`config.mk`:
```
export PLATFORM = sky130hd
export DESIGN_NAME = pad_input_conditioner
export DESIGN_NICKNAME = d
export VERILOG_FILES = /design/src/rtl/pad_input_pkg.sv /design/src/rtl/pad_input_filter_bit.sv /design/src/rtl/pad_input_conditioner.sv
export SDC_FILE = /design/constraint.sdc
export NUM_CORES = 1
export LEC_CHECK = 0
export BUFFER_PORTS_ARGS = -buffer_cell sky130_fd_sc_hd__buf_4
export CELL_PAD_IN_SITES_DETAIL_PLACEMENT = 0
export CELL_PAD_IN_SITES_GLOBAL_PLACEMENT = 1
export CORE_MARGIN = 3
export CORE_UTILIZATION = 45
export CTS_BUF_LIST = sky130_fd_sc_hd__clkbuf_16
export DETAILED_ROUTE_END_ITERATION = 6
export HOLD_SLACK_MARGIN = 0.15
export PLACE_DENSITY_LB_ADDON = 0.3
export SYNTH_ARGS = -nofsm -noshare
export SYNTH_HDL_FRONTEND = slang
export SYNTH_SLANG_ARGS = --single-unit
```
`constraint.sdc`:
```
create_clock -name clk_i -period 2.66 [get_ports clk_i]
set_input_delay 0.399 -clock clk_i [delete_from_list [all_inputs] [get_ports clk_i]]
set_output_delay 0.399 -clock clk_i [all_outputs]
set_load 0.01 [all_outputs]
```
`src/rtl/pad_input_pkg.sv`:
```
// Shared constants and types for the pad input conditioner.
package pad_input_pkg;

   localparam int unsigned SYNC_STAGES = 2;

   typedef enum logic {
      PAD_IN_STABLE,
      PAD_IN_PENDING
   } pad_in_state_e;

endpackage : pad_input_pkg

```
`src/rtl/pad_input_filter_bit.sv`:
```
// One pad bit: synchronizer, debounce filter, edge pulses and optional sticky edge flag.
// The sticky flag is built only when PAD_IN_EDGE_STATUS_EN is defined.
module pad_input_filter_bit
   import pad_input_pkg::*;
#(
   parameter int unsigned CNT_W     = 8,
   parameter logic        RESET_VAL = 1'b0
) (
   input  logic             clk_i,
   input  logic             rst_ni,
   input  logic             pad_i,
   input  logic             en_i,
   input  logic [CNT_W-1:0] threshold_i,
   input  logic             status_clr_i,
   output logic             pad_o,
   output logic             rise_o,
   output logic             fall_o,
   output logic             edge_status_o
);

   logic [SYNC_STAGES-1:0] sync_q, sync_d;
   logic                   s1;
   pad_in_state_e          state_q, state_d;
   logic [CNT_W-1:0]       cnt_q, cnt_d;
   logic [CNT_W-1:0]       teff_m1;
   logic                   out_q, out_d;
   logic                   rise_q, rise_d;
   logic                   fall_q, fall_d;

   assign s1 = sync_q[SYNC_STAGES-1];

   // T==0 behaves as T==1, so the last count before update is max(T,1)-1.
   assign teff_m1 = (threshold_i == '0) ? '0 : threshold_i - CNT_W'(1);

   always_comb begin
      sync_d  = {sync_q[SYNC_STAGES-2:0], pad_i};
      state_d = state_q;
      cnt_d   = cnt_q;
      out_d   = out_q;

      if (!en_i || (s1 == out_q)) begin
         state_d = PAD_IN_STABLE;
         cnt_d   = '0;
      end else begin
         unique case (state_q)
            PAD_IN_STABLE: begin
               if (teff_m1 == '0) begin
                  out_d = s1;
               end else begin
                  state_d = PAD_IN_PENDING;
                  cnt_d   = CNT_W'(1);
               end
            end
            PAD_IN_PENDING: begin
               if (cnt_q >= teff_m1) begin
                  out_d   = s1;
                  state_d = PAD_IN_STABLE;
                  cnt_d   = '0;
               end else if (cnt_q != '1) begin
                  cnt_d = cnt_q + CNT_W'(1);
               end
            end
         endcase
      end

      rise_d = out_d & ~out_q;
      fall_d = ~out_d & out_q;
   end

   always_ff @(posedge clk_i or negedge rst_ni) begin
      if (!rst_ni) begin
         sync_q  <= {SYNC_STAGES{RESET_VAL}};
         state_q <= PAD_IN_STABLE;
         cnt_q   <= '0;
         out_q   <= RESET_VAL;
         rise_q  <= 1'b0;
         fall_q  <= 1'b0;
      end else begin
         sync_q  <= sync_d;
         state_q <= state_d;
         cnt_q   <= cnt_d;
         out_q   <= out_d;
         rise_q  <= rise_d;
         fall_q  <= fall_d;
      end
   end

   assign pad_o  = out_q;
   assign rise_o = rise_q;
   assign fall_o = fall_q;

`ifdef PAD_IN_EDGE_STATUS_EN
   logic status_q, status_d;

   // A new edge outranks a coincident clear.
   always_comb begin
      status_d = (rise_q | fall_q) | (status_q & ~status_clr_i);
   end

   always_ff @(posedge clk_i or negedge rst_ni) begin
      if (!rst_ni) begin
         status_q <= 1'b0;
      end else begin
         status_q <= status_d;
      end
   end

   assign edge_status_o = status_q;
`else
   logic unused_status_clr;
   assign unused_status_clr = status_clr_i;
   assign edge_status_o     = 1'b0;
`endif

endmodule : pad_input_filter_bit

```
`src/rtl/pad_input_conditioner.sv`:
```
// Conditions NPADS asynchronous pad inputs: sync, debounce, edge pulses, sticky flags.
// Sticky edge flags are present only when PAD_IN_EDGE_STATUS_EN is defined.
module pad_input_conditioner
   import pad_input_pkg::*;
#(
   parameter int unsigned NPADS     = 8,
   parameter int unsigned CNT_W     = 8,
   parameter logic        RESET_VAL = 1'b0
) (
   input  logic             clk_i,
   input  logic             rst_ni,
   input  logic [NPADS-1:0] pad_in_i,
   input  logic [NPADS-1:0] en_i,
   input  logic [CNT_W-1:0] threshold_i,
   output logic [NPADS-1:0] pad_out_o,
   output logic [NPADS-1:0] rise_o,
   output logic [NPADS-1:0] fall_o,
   output logic [NPADS-1:0] edge_status_o,
   input  logic [NPADS-1:0] status_clr_i
);

   for (genvar k = 0; k < NPADS; k++) begin : g_bit
      pad_input_filter_bit #(
         .CNT_W     (CNT_W),
         .RESET_VAL (RESET_VAL)
      ) u_bit (
         .clk_i         (clk_i),
         .rst_ni        (rst_ni),
         .pad_i         (pad_in_i[k]),
         .en_i          (en_i[k]),
         .threshold_i   (threshold_i),
         .status_clr_i  (status_clr_i[k]),
         .pad_o         (pad_out_o[k]),
         .rise_o        (rise_o[k]),
         .fall_o        (fall_o[k]),
         .edge_status_o (edge_status_o[k])
      );
   end

endmodule : pad_input_conditioner
```
==> impl_metrics.yaml <==
outcome:
  status: "finished with violations"
  violations: "setup timing"
global_routing:
  grt_pass1_wl_mm: 29.5
  grt_usage_pct: 20.2
  overflow: 0
  grt_max_degree: 76
  antenna_found_initial: 0
  grt_pass1_vias: 6257
sta:
  rsz0062_at_grt: "yes"
  setup_slack_ns: -0.355
  relSlewSlack_pct: 65.4
  timing.final.hold_violations: 0
  period_share_pct: 113
  fmax_mhz: 332
  drv_slew: 0
  fin_crit_ns: 3.02
  fin_worst_skew_ns: 0.0102
  worst_pin_slew_ns: 0.520
  setup_viol: 87
critical_path:
  start_kind: "input port"
  cpMaxStageDelayCell: "or4_4"
  critPathKind: "input port to flop"
  critPathMaxFanout: 4
  path_cells: "buf_6 > or3_4 > or4_4 > buf_6 > nand2b_4 > buf_12 > ha_4 > a2111oi_4 > o211ai_1 > buf_4 > o211ai_1 > mux2_2"
  worstPathArrival_ns: 3.27
  worst-endpoint-required_ns: 2.92
  endpoint_kind: "flop"
  max_stage_delay_ns: 0.56
logic_synthesis:
  syn_area_per_cell_um2: 9.31
  yosys_warnings: 0
  synth-edff-count: 0
  ys_top_cells_by_area: "dfrtp_1 (39%), ha_1 (13%), nand2_1 (3.7%)"
  synth_fa_ha_area_share_pct: 12.7
  synthFlopType: "dfrtp_1"
  synth_compound_area_share_pct: 17.2
  synth_cells: 773
  synth-seq-cells: 112
  synth_cell_types: 69
  async_flop_share_pct: 100
  synth_top_family_by_area: "simple AND/OR/NAND/NOR gates"
  yosysTopAreaCell: "dfrtp_1"
  seq_area_frac_synth_pct: 39.0
  netlist.area_leader.share_pct: 39.0
  yosys.area_share.simple_pct: 22.6
  synthXorXnorAreaFrac_pct: 1.46
  netlist_area_um2: 7190
  muxShareOfSynthArea_pct: 2.09
route:
  drtPass1Iterations: 4
  drtAntennaViolNets: 0
  drt_iter0_markers: 349
  drc_errors: 0
  vias: 6402
  routedWlPerCell_um: 16.4
  via_per_inst: 5.68
  wirelength_mm: 18.5
pwr:
  p_leak_nw: 4.55
  p_per_area_nw_per_um2: 539
  max-vdd-ir-drop_v: 0.000395
  total_power_mw: 5.39
clocking:
  clk_latency_ns: 0.37
  cts_tree: "built"
  root_buffer: "clkbuf_16"
  cts_buffers: 9
  clk_pin_slew_worst_paths_ns: 0.08
  ctsLongestPathBuffers: 2
  clock-sinks: 112
  cts_max_level: 3
floorplanning:
  dieWidth_um: 132
  die_h_um: 132
  ios: 66
  rows: 45
  initial_core_util_pct: 46.6
  dieArea_um2: 17500
  coreArea_um2: 15400
job:
  cap_violations: 0
finish:
  final-seq-area_um2: 2800
  antennaDiodeCount: 0
  fillerInstances: 1216
  nets: 1019
  multi_input_area_um2: 5180
  syn_to_final_growth_pct: 38.8
  utilization_pct: 64.7
  drive_gt1_share_pct: 36.9
min_path:
  holdCritPathClass: "flop to flop"
place:
  place_ws_ns: -1.10
  io_buffer_count: 49
  gp_congestion: 0.841
  dp_hpwl_mm: 12.1
-- cells in the final DEF (no fill, tap or decap), types with 6 or more instances in the layout --
| master | n |
|---|---|
| and3_1 | 18 |
| conb_1 | 8 |
| inv_1 | 19 |
| nand2_2 | 9 |
| nand2b_1 | 19 |
| nor2_2 | 12 |
| a211o_1 | 20 |
| a21oi_2 | 21 |
| o21ai_0 | 15 |
| a31oi_1 | 10 |
| nand2_1 | 59 |
| ha_4 | 20 |
| o21ai_1 | 12 |
| dfrtp_1 | 112 |
| o21a_1 | 9 |
| or3_1 | 8 |
| nor2_4 | 9 |
| buf_6 | 28 |
| nand2b_4 | 7 |
| nor2_1 | 46 |
| nor3_1 | 20 |
| a21o_1 | 12 |
| nor3b_2 | 15 |
| nand3_1 | 36 |
| buf_4 | 116 |
| nor3_2 | 9 |
| o211ai_1 | 6 |
| xor2_1 | 9 |
| ha_1 | 53 |
| a21oi_1 | 24 |
| clkbuf_16 | 9 |
| and2_1 | 7 |
| a22o_1 | 7 |
| dlygate4sd3_1 | 9 |
-- through the flow --
| stage | hold slack, ns | TNS, ns | cells | area [um2] |
|---|---|---|---|---|
| 3_5_place_dp | 0.335 | -86.28 | 1062 | 8340 |
| 2_1_floorplan | 0.103 | -25.76 | 780 | 7510 |
| 4_1_cts | 0.351 | -15.43 | 1112 | 9340 |
| 5_1_grt | 0.358 | -25.86 | 1128 | 9990 |
| 6_report | 0.345 | -17.78 | 1128 | 9990 |
| 3_3_place_gp | 0.333 | -76.25 | 1062 | 8340 |
-- cells by family after synthesis --
group           after synthesis
buf+inv                      60
simple gates                319
mux                          12
fa+ha+maj                    73
xor+xnor                     12
other cells                   1
flops                       112
compound gates              184
-- cell usage after synthesis (3+ instances only) --
master    number
a21oi_1       47
nand2b_1      26
a21o_1        12
nor2_1        64
a31oi_1       13
nor3b_1       18
dfrtp_1      112
a22oi_1        3
nor2_2         3
nand2_1       71
o22ai_1        5
nor3_1        31
nor2b_1        4
inv_1         21
clkbuf_1       4
ha_1          73
and4_1         5
and2_1         9
xor2_1        10
or4_1          4
mux2_2         6
nand3_1       40
or2_2          7
o211ai_1       6
mux2i_1        3
a22o_1         7
o21ai_0       31
and3_1        18
o21a_1        10
or3_1          8
nand4_1        3
buf_4         32
a211o_1       20
-- final timing paths --
kind                                                      from  depth (start not counted)                                  end  slack [ns]
setup / recovery                                threshold_i[2]                         12       g_bit[0].u_bit.pad_o$_DFF_PN0_       -0.36
hold / removal              g_bit[7].u_bit.sync_q[0]$_DFF_PN0_                          0   g_bit[7].u_bit.sync_q[1]$_DFF_PN0_        0.35
setup reg to reg           g_bit[6].u_bit.cnt_q[2]$_DFFE_PN0P_                          7  g_bit[6].u_bit.cnt_q[1]$_DFFE_PN0P_        0.36
hold reg to reg             g_bit[7].u_bit.sync_q[0]$_DFF_PN0_                          0   g_bit[7].u_bit.sync_q[1]$_DFF_PN0_        0.35
max in group asynchronous                               rst_ni                          3  g_bit[3].u_bit.cnt_q[4]$_DFFE_PN0P_        1.34
min in group asynchronous                               rst_ni                          2  g_bit[6].u_bit.cnt_q[5]$_DFFE_PN0P_        0.55
-- per-layer routing --
metal,share of wire (%),global-route usage [%],vias up
li1,-,-,3092
met1,44,26.5,3147
met2,50,34.3,134
met3,3.4,2.93,29
met4,2.2,6.81,0
met5,0,0,-
-- power by group --
group / internal [mW] / switching, mW / total, mW / leakage (nW)
clock network: 0.741 / 0.669 / 1.41 / 0.146
registers: 1.86 / 0.216 / 2.08 / 1.50
logic: 0.954 / 0.943 / 1.90 / 2.91
total: 3.56 / 1.83 / 5.39 / 4.55
-- critical path, delay by kind of cell --
kind,cells,cell delay (ns)
and+or+nand+nor,3,1.06
adders and majority gates,1,0.20
muxes,1,0.38
AOI/OAI and AO/OA,3,0.66
buffers and inverters,4,0.57
-- timing repair --
| item | 4_1_cts | 5_1_grt |
|---|---|---|
| gates cloned | 2 | 1 |
| hold buffers | 9 | 0 |
| hold endpoints to repair | 45 | 0 |
| buffers inserted | 24 | 22 |
| resized for setup | 92 | 96 |
| pin swaps | 35 | 57 |
| endpoints found under the setup margin | 96 | 96 |
-- layout make-up --
class	instances	share of cell area [%]
inverters	21	0.839
repair buffers	157	13.6
multi-input cells	611	51.8
flip-flops and latches	112	28.1
clock inverters	7	0.789
well taps	211	2.64
clock buffers	9	2.25
-- registers in the layout (all words and copies together) (netlist names) --
| signal | flops |
|---|---|
| g_bit.u_bit.sync_q | 16 |
| g_bit.u_bit.pad_o | 8 |
| g_bit.u_bit.state_q | 8 |
| g_bit.u_bit.fall_o | 8 |
| g_bit.u_bit.cnt_q | 64 |
| g_bit.u_bit.rise_o | 8 |
No activity file was read; power rests on OpenSTA's default activity.
